`config.mk`:
```
export PLATFORM = sky130hd
export DESIGN_NAME = mips_lsu
export DESIGN_NICKNAME = d
export VERILOG_FILES = /design/src/rtl/mips_lsu_pkg.sv /design/src/rtl/mips_lsu_lane.sv /design/src/rtl/mips_lsu.sv
export SDC_FILE = /design/constraint.sdc
export NUM_CORES = 1
export LEC_CHECK = 0
export CAP_MARGIN = 15
export CORE_ASPECT_RATIO = 1.25
export CORE_UTILIZATION = 49
export DETAILED_ROUTE_END_ITERATION = 16
export GPL_ROUTABILITY_DRIVEN = 0
export PLACE_DENSITY = 0.8
export SETUP_SLACK_MARGIN = 0.15
export SYNTH_ARGS = -nofsm -noshare
export SYNTH_HDL_FRONTEND = slang
export SYNTH_HIERARCHICAL = 1
export SYNTH_SLANG_ARGS = --single-unit
export TNS_END_PERCENT = 50
```
`constraint.sdc`:
```
create_clock -name clk -period 3.1 [get_ports clk]
set_input_delay 0.62 -clock clk [delete_from_list [all_inputs] [get_ports clk]]
set_output_delay 0.62 -clock clk [all_outputs]
set_load 0.1 [all_outputs]
```
`src/rtl/mips_lsu_pkg.sv`:
```
// Shared types and constants for the MIPS load/store unit.
package mips_lsu_pkg;

    typedef enum logic [1:0] {
        IDLE  = 2'd0,
        REQ   = 2'd1,
        RESP  = 2'd2,
        FAULT = 2'd3
    } lsu_state_e;

    localparam logic [1:0] SIZE_BYTE = 2'b00;
    localparam logic [1:0] SIZE_HALF = 2'b01;
    localparam logic [1:0] SIZE_WORD = 2'b10;
    localparam logic [1:0] SIZE_BAD  = 2'b11;

    localparam logic [4:0] CAUSE_ADEL = 5'd4;
    localparam logic [4:0] CAUSE_ADES = 5'd5;
    localparam logic [4:0] CAUSE_DBE  = 5'd7;

    // An access is misaligned when its low address bits do not fit the size;
    // the reserved size encoding is always treated as misaligned.
    function automatic logic is_misaligned(input logic [1:0] size, input logic [1:0] addr_lo);
        logic bad;
        case (size)
            SIZE_BYTE: bad = 1'b0;
            SIZE_HALF: bad = addr_lo[0];
            SIZE_WORD: bad = (addr_lo != 2'b00);
            default:   bad = 1'b1;
        endcase
        return bad;
    endfunction

endpackage

```
`src/rtl/mips_lsu_lane.sv`:
```
// Byte-lane steering: store write mask and replication, load extract and extend.
module mips_lsu_lane
    import mips_lsu_pkg::*;
#(
    parameter int LITTLE_END = 1
) (
    input  logic [1:0]  addr_lo,
    input  logic [1:0]  size,
    input  logic        is_signed,
    input  logic [31:0] wdata,
    input  logic [31:0] rword,
    output logic [3:0]  wmask,
    output logic [31:0] wlanes,
    output logic [31:0] rdata
);

    logic [3:0]  mask_le_s;
    logic [1:0]  off_s;
    logic [31:0] shifted_s;

    // Mask, replicated store data and the lane offset of the addressed item.
    always_comb begin
        mask_le_s = 4'b0000;
        wlanes    = 32'h0000_0000;
        off_s     = 2'd0;
        case (size)
            SIZE_BYTE: begin
                mask_le_s = 4'b0001 << addr_lo;
                wlanes    = {4{wdata[7:0]}};
                off_s     = (LITTLE_END != 0) ? addr_lo : (2'd3 - addr_lo);
            end
            SIZE_HALF: begin
                mask_le_s = 4'b0011 << addr_lo;
                wlanes    = {2{wdata[15:0]}};
                off_s     = (LITTLE_END != 0) ? addr_lo : (2'd2 - addr_lo);
            end
            SIZE_WORD: begin
                mask_le_s = 4'b1111;
                wlanes    = wdata;
                off_s     = 2'd0;
            end
            default: begin
                mask_le_s = 4'b0000;
                wlanes    = 32'h0000_0000;
                off_s     = 2'd0;
            end
        endcase
        // Big-endian places byte 0 in the most significant lane.
        wmask = (LITTLE_END != 0) ? mask_le_s
                                  : {mask_le_s[0], mask_le_s[1], mask_le_s[2], mask_le_s[3]};
    end

    // Right-justify the addressed lane(s) of the load word and extend.
    always_comb begin
        shifted_s = rword >> {off_s, 3'b000};
        case (size)
            SIZE_BYTE: rdata = {{24{is_signed & shifted_s[7]}}, shifted_s[7:0]};
            SIZE_HALF: rdata = {{16{is_signed & shifted_s[15]}}, shifted_s[15:0]};
            default:   rdata = rword;
        endcase
    end

endmodule

```
`src/rtl/mips_lsu.sv`:
```
// MIPS load/store unit: accepts one core access, aligns it, runs the memory
// handshake with a bounded wait, and returns a one-cycle response.
module mips_lsu
    import mips_lsu_pkg::*;
#(
    parameter int TIMEOUT    = 16,
    parameter int LITTLE_END = 1
) (
    input  logic        clk,
    input  logic        rst_b,
    input  logic        req_valid,
    output logic        req_ready,
    input  logic        req_write,
    input  logic [1:0]  req_size,
    input  logic        req_signed,
    input  logic [31:0] req_addr,
    input  logic [31:0] req_wdata,
    output logic        resp_valid,
    output logic [31:0] resp_rdata,
    output logic        resp_excpt,
    output logic [4:0]  resp_cause,
    output logic [31:0] resp_bva,
    output logic        mem_req,
    output logic [29:0] mem_addr,
    output logic [31:0] mem_data_in,
    output logic [3:0]  mem_write_en,
    input  logic        mem_ack,
    input  logic [31:0] mem_data_out,
    input  logic        mem_excpt
);

    localparam int CW = $clog2(TIMEOUT + 1);
    localparam logic [CW-1:0] CNT_LAST = CW'(TIMEOUT - 1);

    lsu_state_e  state_q, state_d;
    logic [CW-1:0] cnt_q, cnt_d;
    logic [31:0] addr_q, addr_d, wdata_q, wdata_d;
    logic [1:0]  size_q, size_d;
    logic        signed_q, signed_d, write_q, write_d;

    logic        req_ready_q, req_ready_d, resp_valid_q, resp_valid_d;
    logic        resp_excpt_q, resp_excpt_d, mem_req_q, mem_req_d;
    logic [31:0] resp_rdata_q, resp_rdata_d, resp_bva_q, resp_bva_d;
    logic [4:0]  resp_cause_q, resp_cause_d;
    logic [29:0] mem_addr_q, mem_addr_d;
    logic [31:0] mem_data_in_q, mem_data_in_d;
    logic [3:0]  mem_write_en_q, mem_write_en_d;

    logic [3:0]  lane_mask_s;
    logic [31:0] lane_wdata_s, lane_rdata_s;

    // Fields are stable through REQ, so one lane instance serves both the
    // store path (at acceptance) and the load path (at the ack edge).
    mips_lsu_lane #(.LITTLE_END(LITTLE_END)) u_lane (
        .addr_lo   (addr_d[1:0]),
        .size      (size_d),
        .is_signed (signed_d),
        .wdata     (wdata_d),
        .rword     (mem_data_out),
        .wmask     (lane_mask_s),
        .wlanes    (lane_wdata_s),
        .rdata     (lane_rdata_s)
    );

    // Next state, request capture, and outputs registered from the next state.
    always_comb begin
        state_d  = state_q;
        cnt_d    = cnt_q;
        addr_d   = addr_q;
        size_d   = size_q;
        signed_d = signed_q;
        write_d  = write_q;
        wdata_d  = wdata_q;

        case (state_q)
            IDLE: begin
                if (req_valid && req_ready_q) begin
                    addr_d   = req_addr;
                    size_d   = req_size;
                    signed_d = req_signed;
                    write_d  = req_write;
                    wdata_d  = req_wdata;
                    cnt_d    = {CW{1'b0}};
                    state_d  = is_misaligned(req_size, req_addr[1:0]) ? FAULT : REQ;
                end else begin
                    state_d = IDLE;
                end
            end
            REQ: begin
                // An ack in the timeout cycle still completes normally.
                if (mem_ack) begin
                    state_d = RESP;
                end else if (cnt_q == CNT_LAST) begin
                    state_d = FAULT;
                end else begin
                    cnt_d = cnt_q + CW'(1);
                end
            end
            RESP:    state_d = IDLE;
            FAULT:   state_d = IDLE;
            default: state_d = IDLE;
        endcase

        req_ready_d    = 1'b0;
        resp_valid_d   = 1'b0;
        resp_rdata_d   = 32'h0000_0000;
        resp_excpt_d   = 1'b0;
        resp_cause_d   = 5'd0;
        resp_bva_d     = 32'h0000_0000;
        mem_req_d      = 1'b0;
        mem_addr_d     = 30'h0000_0000;
        mem_data_in_d  = 32'h0000_0000;
        mem_write_en_d = 4'b0000;

        case (state_d)
            IDLE: req_ready_d = 1'b1;
            REQ: begin
                mem_req_d      = 1'b1;
                mem_addr_d     = addr_d[31:2];
                mem_write_en_d = write_d ? lane_mask_s : 4'b0000;
                mem_data_in_d  = write_d ? lane_wdata_s : 32'h0000_0000;
            end
            RESP: begin
                resp_valid_d = 1'b1;
                resp_excpt_d = mem_excpt;
                resp_cause_d = mem_excpt ? CAUSE_DBE : 5'd0;
                resp_bva_d   = mem_excpt ? addr_d : 32'h0000_0000;
                resp_rdata_d = (mem_excpt || write_d) ? 32'h0000_0000 : lane_rdata_s;
            end
            FAULT: begin
                resp_valid_d = 1'b1;
                resp_excpt_d = 1'b1;
                resp_bva_d   = addr_d;
                resp_cause_d = (state_q == REQ) ? CAUSE_DBE
                             : (write_d ? CAUSE_ADES : CAUSE_ADEL);
            end
            default: req_ready_d = 1'b0;
        endcase
    end

    // State, counter, request fields and output registers.
    always_ff @(posedge clk or negedge rst_b) begin
        if (!rst_b) begin
            state_q        <= IDLE;
            cnt_q          <= {CW{1'b0}};
            addr_q         <= 32'h0000_0000;
            size_q         <= 2'b00;
            signed_q       <= 1'b0;
            write_q        <= 1'b0;
            wdata_q        <= 32'h0000_0000;
            req_ready_q    <= 1'b1;
            resp_valid_q   <= 1'b0;
            resp_rdata_q   <= 32'h0000_0000;
            resp_excpt_q   <= 1'b0;
            resp_cause_q   <= 5'd0;
            resp_bva_q     <= 32'h0000_0000;
            mem_req_q      <= 1'b0;
            mem_addr_q     <= 30'h0000_0000;
            mem_data_in_q  <= 32'h0000_0000;
            mem_write_en_q <= 4'b0000;
        end else begin
            state_q        <= state_d;
            cnt_q          <= cnt_d;
            addr_q         <= addr_d;
            size_q         <= size_d;
            signed_q       <= signed_d;
            write_q        <= write_d;
            wdata_q        <= wdata_d;
            req_ready_q    <= req_ready_d;
            resp_valid_q   <= resp_valid_d;
            resp_rdata_q   <= resp_rdata_d;
            resp_excpt_q   <= resp_excpt_d;
            resp_cause_q   <= resp_cause_d;
            resp_bva_q     <= resp_bva_d;
            mem_req_q      <= mem_req_d;
            mem_addr_q     <= mem_addr_d;
            mem_data_in_q  <= mem_data_in_d;
            mem_write_en_q <= mem_write_en_d;
        end
    end

    assign req_ready    = req_ready_q;
    assign resp_valid   = resp_valid_q;
    assign resp_rdata   = resp_rdata_q;
    assign resp_excpt   = resp_excpt_q;
    assign resp_cause   = resp_cause_q;
    assign resp_bva     = resp_bva_q;
    assign mem_req      = mem_req_q;
    assign mem_addr     = mem_addr_q;
    assign mem_data_in  = mem_data_in_q;
    assign mem_write_en = mem_write_en_q;

endmodule
```
# After elaboration in Yosys (flattened, before gate mapping)
# Cells that the tools add are included.
# word_totals
ff_bits	214
in_bits	105
out_inout_bits	139
# classes
add_sub_neg	1
n_eq_ne	14
shift	3
n_mux	43
bitwise_logic	2
reduce_logical	12
# op_table
operator	count
32-bit two-way mux	9
32-bit one-hot mux with 2 select lines	2
32-bit one-hot mux with 3 select lines	1
32-bit by 5-bit >> shifter with 16-bit output	1
30-bit two-way mux	1
2-bit two-way mux	8
5-bit two-way mux	3
2-bit == test (second input constant)	6
4-bit one-hot mux with 3 select lines	1
1-bit two-way mux	10
5-bit one-hot mux with 2 select lines	1
2-bit by 1-bit == test with 1-bit output (second input constant)	4
2-bit zero test	4
4-bit two-way mux	2
2-bit != test (second input constant)	3
2-bit one-hot mux with 3 select lines	1
3-bit one-hot mux with 2 select lines	1
2-bit OR reduction	3
5-bit by 1-bit adder with 5-bit output (second input constant)	1
5-bit by 4-bit == test with 1-bit output (second input constant)	1
4-bit AND reduction	1
2-bit nonzero test	2
1-bit by 2-bit left shift with 4-bit output (first input constant)	1
2-bit by 2-bit left shift with 4-bit output (first input constant)	1
6 further kinds	7

# Longest topological paths before layout
# Gate-level depths: netlist (run 1).
# depth
word_depth	11
depth_mapped	12
ltp_nobuf	7

# Hierarchy
# The synthesis (run 1) kept the hierarchy.
# by_module_without_submodules
mod	n_inst	cells_each	area_each_um2
mips_lsu	1	575	8090.3
mips_lsu_lane	1	201	1327.5

# Worst setup path before layout (run 1)
# No wires, ideal clock.
# synth_path
path_type	reg-to-reg
startpoint	register req_ready_q (netlist: req_ready)
endpoint	register resp_rdata_q[21] (netlist: resp_rdata[21])
arrival_ns	3.069
t_required_ns	3.033
slack_ns	-0.037
path_stages_with_launch	11
n_path_buf	4
path_cell_list	dfstp_2 > and4bb_4 > buf_6 > buf_4 > mux2_2 > nand2b_1 > buf_2 > o221a_4 > buf_2 > o31ai_1 > o2111a_1
# synth_between
word_cells_on_any_way	23
cone_classes	eq/ne (2); shift (1); mux (14); bitwise (2); reduce/logical (4)
# synth_lines
item	line	text
from (decl)	mips_lsu.sv:41	logic req_ready_q, req_ready_d, resp_valid_q, resp_valid_d;
from (signal assigned)	mips_lsu.sv:169	req_ready_q <= req_ready_d;
1-bit logical AND *	mips_lsu.sv:77	if (req_valid && req_ready_q) begin
32-bit two-way mux *	mips_lsu.sv:77	
32-bit two-way mux *	mips_lsu.sv:75	case (state_q)
net addr_d[1]	mips_lsu.sv:37	logic [31:0] addr_q, addr_d, wdata_q, wdata_d;
2-bit two-way mux *	mips_lsu_lane.sv:26	case (size)
32-bit by 5-bit >> shifter with 16-bit output *	mips_lsu_lane.sv:55	shifted_s = rword >> {off_s, 3'b000};
1-bit AND (on tied branches)	mips_lsu_lane.sv:58, mips_lsu_lane.sv:57	
32-bit one-hot mux with 2 select lines *	mips_lsu_lane.sv:56	case (size)
net lane_rdata_s[21]	mips_lsu.sv:50	logic [31:0] lane_wdata_s, lane_rdata_s;
32-bit two-way mux *	mips_lsu.sv:128	resp_rdata_d = (mem_excpt || write_d) ? 32'h0000_0000 : lane_rdata_s;
32-bit two-way mux *	mips_lsu.sv:115	case (state_d)
net resp_rdata_d[21]	mips_lsu.sv:43	logic [31:0] resp_rdata_q, resp_rdata_d, resp_bva_q, resp_bva_d;
to (signal assigned)	mips_lsu.sv:171	resp_rdata_q <= resp_rdata_d;
to (decl)	mips_lsu.sv:43	
# Mark *: on every way through the listed nets, which the timed path passes. The rest lies on a longest branch.
# A chain may end at the register's enable or synchronous reset.

# Worst setup path after layout (run 1)
# layout_path
startpoint	register req_ready_q (netlist: req_ready)
endpoint	register mem_data_in_q[31] (netlist: mem_data_in[31])
# layout_between
elab_chain_len	7
word_cells_on_any_way	16
cone_classes	eq/ne (3); mux (11); reduce/logical (2)
# layout_lines
item	line	text
1-bit logical AND *	mips_lsu.sv:77	
2-bit two-way mux *	mips_lsu.sv:77	
2-bit two-way mux *	mips_lsu.sv:75	
net size_d[1]	mips_lsu.sv:38	logic [1:0] size_q, size_d;
2-bit == test, or another cell as far along	mips_lsu_lane.sv:26	
32-bit one-hot mux with 3 select lines *	mips_lsu_lane.sv:26	
net lane_wdata_s[31]	mips_lsu.sv:50	
32-bit two-way mux *	mips_lsu.sv:121	mem_data_in_d = write_d ? lane_wdata_s : 32'h0000_0000;
32-bit two-way mux *	mips_lsu.sv:115	
net mem_data_in_d[31]	mips_lsu.sv:46	logic [31:0] mem_data_in_q, mem_data_in_d;
to (signal assigned)	mips_lsu.sv:177	mem_data_in_q <= mem_data_in_d;
to (decl)	mips_lsu.sv:46	
# Marks and branches as above.

==> impl_metrics.env, run 1 <==
export IMPL_regArea_um2=5285
export IMPL_ys_ff_latch=211
export IMPL_die_w_um=126
export IMPL_io_pin_count=244
export IMPL_overflow=0
export IMPL_period_minus_slack_ns=2.568
export IMPL_critPathRequiredTime_ns=3.48
export IMPL_grt_pass1_vias=7014
export IMPL_hold_viol=0
export IMPL_yosys_area_share_simple_pct=10.89
export IMPL_cts_buffer_depth=3
export IMPL_via_count=7164
export IMPL_relSlewSlack_pct=50.47
export IMPL_skew_ns=0.01340
export IMPL_clockRootBuffer="clkbuf_16"
export IMPL_synth_area_leaders="dfrtp_1, mux2_2, mux2i_1, o2111a_1, nor4_2"
export IMPL_post_cts_buffers=0
export IMPL_r2r_slack_ns=0.53
export IMPL_fill_cells=1428
export IMPL_synth_top_family_by_area="compound AO/OA/AOI/OAI gates"
export IMPL_core_area_um2=18780
export IMPL_async_flop_share_pct=100.0
export IMPL_worstMarginPinSlew_ns=0.7430
export IMPL_ant_nets=0
export IMPL_slowest_stage="dfstp_4"
export IMPL_crit_fanout=29
export IMPL_hold_buffers=0
export IMPL_hold_class="input pin to async pin"
export IMPL_worst_path_largest_cell_delay_ns=0.61
export IMPL_path_class="flop to flop"
export IMPL_grt_setup_unrepaired="no"
export IMPL_run_status="complete, no violations"
export IMPL_netlist_instances=776
export IMPL_antenna_found_initial=1
export IMPL_port_buffers=241
export IMPL_area_delta_synth_final_pct=33.20
export IMPL_hpwl_um=16120
export IMPL_cts_num_sinks=211
export IMPL_drive_above_1_share_pct=30.66
export IMPL_firstDrtPassIters=7
export IMPL_cts_tree="done"
export IMPL_path_delay_family="simple AND/OR/NAND/NOR gates"
export IMPL_pwr_share_clk_pct=17.4
export IMPL_grt_start_max_net_pins=82
export IMPL_path_cells="and4bb_4, mux2_2, buf_4, nor2b_1, buf_4, nand2_1, o21ai_0, o21ai_0, nor4_1"
export IMPL_rows=56
export IMPL_synth_most_common_cell="dfrtp_1"
export IMPL_remaining_drc_errors=0
export IMPL_finalNetCount=1104
export IMPL_cts_htree_levels=1
export IMPL_cts_resized=0
export IMPL_power_density_nw_per_um2=1228
export IMPL_path_buf_inv=2
export IMPL_synth_warning_count=6
export IMPL_max_freq_mhz=389.4
export IMPL_arrival_ns=2.95
export IMPL_drt_initial_drc_count=469
export IMPL_finalCritPeriodShare_pct=82.85
export IMPL_vias_per_cell=5.759
export IMPL_p_sw_mw=7.590
export IMPL_dieArea_um2=19780
export IMPL_yosysTopAreaCell="dfrtp_1"
export IMPL_end_kind="flop"
export IMPL_synth_xor_area_share_pct=0
export IMPL_synth_adder_area_share_pct=0.2657
export IMPL_cts_buffers=22
export IMPL_clk_pin_slew_ns=0.06
export IMPL_yosysTopAreaCellShare_pct=55.80
export IMPL_post_drt_wl_per_cell_um=19.84
export IMPL_die_h_um=157
export IMPL_routed_wl_um=24690
export IMPL_peakVddDrop_v=0.0007092
export IMPL_power_leakage_nw=5.885
export IMPL_seqPwrFrac_pct=25.6
export IMPL_ys_flop_type="dfrtp_1"
export IMPL_grt_pass1_wl_um=39030
export IMPL_synth_compound_area_share_pct=16.87
export IMPL_ys_types=57
export IMPL_ys_seq_area_share_pct=56.08
export IMPL_p_sw_share_pct=49.28
export IMPL_combPwrFrac_pct=57.0
export IMPL_synth_edf_count=0
export IMPL_netlist_top_cells_count="dfrtp_1, o21ai_0, mux2_2, mux2i_1, inv_1"
export IMPL_setup_viol=0
export IMPL_drv_cap=0
export IMPL_initial_utilization_pct=50.15
export IMPL_clock_latency_ns=0.50
export IMPL_synthMuxAreaShare_pct=9.579
export IMPL_slew_viol_final=0
export IMPL_groute_usage_overall_pct=24.99
export IMPL_p_int_mw=7.811
export IMPL_multi_input_area_um2=3591
export IMPL_tns_ns=0
export IMPL_totalPowerFinal_mw=15.40
export IMPL_synth_area_um2=9418
export IMPL_syn_area_per_cell_um2=12.14
export IMPL_start_kind="flop"
[kinds of logic after synthesis]
| kind of cell | after synthesis |
|---|---|
| buffers and inverters | 118 |
| adder cells (fa/ha/maj) | 2 |
| AND/OR/NAND/NOR | 151 |
| multiplexers | 84 |
| AO/OA/AOI/OAI | 209 |
| other | 1 |
| flip-flops | 211 |
[cell type report]
cell class | count | share of cell area [%]
clock inverters | 9 | 0.8179
diodes | 1 | 0.01995
clock buffers | 29 | 5.167
multi-input cells | 448 | 28.63
flip-flops and latches | 211 | 42.13
inverters | 36 | 1.077
well taps | 232 | 2.314
repair buffers | 278 | 19.85
[per-layer routing]
metal	up-vias	global-route usage [%]	routed length, um
met5	-	0	0
met4	0	8.376	664
met3	45	3.841	1577
met2	302	41.04	11950
met1	3544	34.02	10500
li1	3273	-	-
[state kept, by name, summed over array words and instances, names as in the netlist]
register      flops
wdata_q          32
addr_q           32
write_q           1
size_q            2
resp_valid        1
resp_bva         32
mem_write_en      4
cnt_q             5
state_q           2
mem_data_in      32
req_ready         1
mem_addr         30
resp_rdata       32
signed_q          1
mem_req           1
resp_cause        3
[placed cells by master, fill, tap and decap left out, types with 9 or more instances in the layout]
cell,instances
dfrtp_1,210
buf_4,163
clkdlybuf4s50_1,103
o21ai_0,57
mux2_2,45
mux2i_1,37
inv_1,36
nand2_1,34
o2111a_1,32
a211oi_1,31
nor3_1,31
nor4_2,28
clkbuf_16,23
a21oi_1,22
nor2b_1,13
buf_12,11
o31ai_1,11
a21o_1,9
[power by group through the flow]
| stage | registers [mW] | clock network [mW] | logic [mW] |
|---|---|---|---|
| final | 3.94 | 2.68 | 8.78 |
| after CTS | 3.95 | 2.72 | 8.76 |
| after detailed placement | 3.99 | 0 | 8.73 |
| after global placement | 3.96 | 0 | 8.63 |
| after global routing | 4.02 | 2.85 | 9.29 |
| after floorplan | 6.95 | 0 | 3.67 |
[final timing paths]
kind	end	depth (start not counted)	start
min in group clk	wdata_q[19]	1	wdata_q[19]
worst min register to register	wdata_q[19]	1	wdata_q[19]
worst max register to register	mem_data_in[31]	9	req_ready
worst min-delay path	addr_q[25]	1	rst_b
max in group asynchronous	resp_bva[1]	2	rst_b
worst max-delay path	mem_data_in[31]	9	req_ready
[through the flow]
| step | setup WS [ns] | hold slack, ns | utilization (%) | cell area (um^2) | std cells |
|---|---|---|---|---|---|
| after floorplan | 0.1528 | 0.3244 | - | 9437 | 777 |
| after global placement | 0.1042 | 0.4740 | 62.79 | 11790 | 1205 |
| after detailed placement | 0.06823 | 0.4855 | 62.79 | 11790 | 1205 |
| after CTS | 0.5317 | 0.1359 | 66.79 | 12540 | 1243 |
| after global routing | 0.2852 | 0.1613 | 66.79 | 12540 | 1243 |
| final | 0.5316 | 0.1098 | 66.80 | 12540 | 1244 |
Power figures use the tool's default switching activity.
==> inputs of run 2 (changes only) <==
--- a/config.mk
+++ b/config.mk
@@ -7,10 +7,10 @@
 export LEC_CHECK = 0
 export CAP_MARGIN = 15
 export CORE_ASPECT_RATIO = 1.25
-export CORE_UTILIZATION = 49
+export CORE_UTILIZATION = 44
 export DETAILED_ROUTE_END_ITERATION = 16
 export GPL_ROUTABILITY_DRIVEN = 0
-export PLACE_DENSITY = 0.8
+export PLACE_DENSITY = 0.76
 export SETUP_SLACK_MARGIN = 0.15
 export SYNTH_ARGS = -nofsm -noshare
 export SYNTH_HDL_FRONTEND = slang
==> constraint.sdc (replaced) <==
create_clock -name clk -period 2.3 [get_ports clk]
set_input_delay 0.46 -clock clk [delete_from_list [all_inputs] [get_ports clk]]
set_output_delay 0.46 -clock clk [all_outputs]
set_load 0.1 [all_outputs]
==> run 2 against run 1 <==
The run now ends with setup timing left. Critical path type unchanged. Sequential cell count stayed put. Critical endpoint is now resp_rdata[24]. Non-clock buffer count is 64 higher. Total power is 54% higher. Sequential share of layout area is 4.6 points lower. Maximum frequency is 2.5% higher. First-iteration DRC count is 0.64% higher. Cell area is 12% higher.
==> impl_metrics.env, run 2 (synthesized netlist as in run 1, its figures left out) <==
export IMPL_setup_viol=64
export IMPL_path_cells="and4bb_4, mux2_4, buf_4, nor2b_4, a2111oi_4, buf_12, o31ai_1, o2111a_1"
export IMPL_cp_startpoint="req_ready"
export IMPL_worstMarginPinSlew_ns=0.5628
export IMPL_groute_usage_overall_pct=24.44
export IMPL_finalCritPeriodShare_pct=109.0
export IMPL_finalNetCount=1168
export IMPL_clk_pin_slew_ns=0.06
export IMPL_instances_no_fill=1351
export IMPL_firstDrtPassIters=5
export IMPL_vias_per_cell=5.566
export IMPL_skew_ns=0.01063
export IMPL_fill_cells=1541
export IMPL_hold_depth=1
export IMPL_routed_wl_um=27650
export IMPL_regArea_um2=5285
export IMPL_whs_ns=0.4911
export IMPL_remaining_drc_errors=0
export IMPL_start_kind="flop"
export IMPL_grt_setup_unrepaired="yes"
export IMPL_drt_initial_drc_count=472
export IMPL_fin_ws_ns=-0.2065
export IMPL_grt_pass1_wl_um=41930
export IMPL_final_common_cell="dfrtp_1"
export IMPL_period_minus_slack_ns=2.507
export IMPL_dieArea_um2=22000
export IMPL_slowest_stage="dfstp_4"
export IMPL_initial_utilization_pct=45.08
export IMPL_dp_cells=1289
export IMPL_port_buffers=241
export IMPL_clock_latency_ns=0.51
export IMPL_cts_num_sinks=211
export IMPL_relSlewSlack_pct=62.48
export IMPL_max_freq_mhz=399.0
export IMPL_end_kind="flop"
export IMPL_die_w_um=132.9
export IMPL_cts_buffer_depth=3
export IMPL_arrival_ns=2.90
export IMPL_area_delta_synth_final_pct=49.37
export IMPL_run_status="finished with violations"
export IMPL_hp_start="cnt_q[4]"
export IMPL_cts_buffers=21
export IMPL_critPathRequiredTime_ns=2.69
export IMPL_die_h_um=165.6
export IMPL_peakVddDrop_v=0.0009680
export IMPL_core_area_um2=20890
export IMPL_clockRootBuffer="clkbuf_16"
export IMPL_worst_path_largest_cell_delay_ns=0.61
export IMPL_worstHoldEndpoint="cnt_q[4]"
export IMPL_post_drt_wl_per_cell_um=20.47
export IMPL_r2r_cells=8
export IMPL_final_area_um2=14070
export IMPL_r2r_slack_ns=-0.21
export IMPL_overflow=0
export IMPL_path_class="flop to flop"
export IMPL_drive_above_1_share_pct=42.75
export IMPL_antenna_found_initial=1
export IMPL_hpwl_um=17320
export IMPL_grt_start_max_net_pins=65
export IMPL_cts_tree="done"
export IMPL_multi_input_area_um2=4217
export IMPL_rows=59
export IMPL_hold_viol=0
export IMPL_slew_viol_final=0
export IMPL_hold_class="flop to flop"
export IMPL_final_cell_mix="dfrtp_1, buf_4, clkdlybuf4s50_1"
export IMPL_ant_nets=0
export IMPL_rr_endpoint="resp_rdata[24]"
export IMPL_crit_fanout=16
export IMPL_power_density_nw_per_um2=1684
export IMPL_place_area_um2=12380
export IMPL_io_pin_count=244
export IMPL_violations="setup timing"
export IMPL_drv_cap=0
export IMPL_via_count=7519
export IMPL_r2r_start="req_ready"
export IMPL_grt_pass1_vias=7522
export IMPL_cts_htree_levels=1
export IMPL_power_leakage_nw=6.511
==> run 2: how the worst max path moves through the flow <==
stage | end | slack [ns] | depth (start not counted)
floorplan | resp_rdata[21] | -0.58 | 10
global placement | resp_rdata[12] | -0.46 | 9
detailed placement | resp_rdata[24] | -0.51 | 8
CTS | resp_rdata[24] | -0.19 | 7
global route | resp_rdata[14] | -0.28 | 8
finish | resp_rdata[24] | -0.21 | 8
==> run 2: worst max-delay path: cells and delay by family (launching register included) <==
kind	cells	cell delay (ns)
AO/OA/AOI/OAI	3	0.63
flip-flops	1	0.61
AND/OR/NAND/NOR	2	0.42
multiplexers	1	0.37
buffers and inverters	2	0.36
==> run 2: cell type report <==
| type | instances | area share [%] |
|---|---|---|
| Sequential cell | 211 | 37.57 |
| Multi-Input combinational cell | 449 | 29.97 |
| Timing Repair Buffer | 342 | 23.58 |
| Clock buffer | 24 | 3.958 |
| Tap cell | 274 | 2.437 |
| Clock inverter | 14 | 1.503 |
| Inverter | 36 | 0.9606 |
| Antenna cell | 1 | 0.01779 |
==> run 2: where the power goes <==
group	switching (mW)	internal, mW	total [mW]	leakage [nW]
Clock	1.48	2.31	3.79	0.374
Sequential	0.470	4.93	5.40	2.76
Combinational	9.32	5.18	14.5	3.38
Total	11.3	12.4	23.7	6.51
==> run 2: repair_timing <==
action / in CTS / in global routing
gates cloned: 7 / 0
hold buffers: 1 / 0
setup buffers: 12 / 3
resized for setup: 29 / 94
endpoints found under the hold margin: 58 / 0
endpoints found under the setup margin: 154 / 148
pin swaps: 3 / 16
==> run 2: metrics by stage <==
| stage | TNS (ns) | total power, mW | worst slack (ns) | utilization (%) |
|---|---|---|---|---|
| after global placement | -41.32 | 17.92 | -0.4629 | 59.27 |
| final | -7.624 | 23.69 | -0.2065 | 67.34 |
| after global routing | -12.56 | 24.72 | -0.2828 | 67.34 |
| after floorplan | -26.93 | 14.71 | -0.5807 | - |
| after CTS | -6.444 | 22.77 | -0.1878 | 64.77 |
| after detailed placement | -45.33 | 18.10 | -0.5105 | 59.27 |
==> run 2: per-layer routing <==
| metal | track usage (%) | part of all wire, % | vias to the layer above |
|---|---|---|---|
| met3 | 3.602 | 5.3 | 57 |
| met2 | 41.15 | 51 | 288 |
| li1 | - | - | 3415 |
| met5 | 0 | 0 | - |
| met1 | 31.75 | 41 | 3759 |
| met4 | 9.822 | 3.2 | 0 |
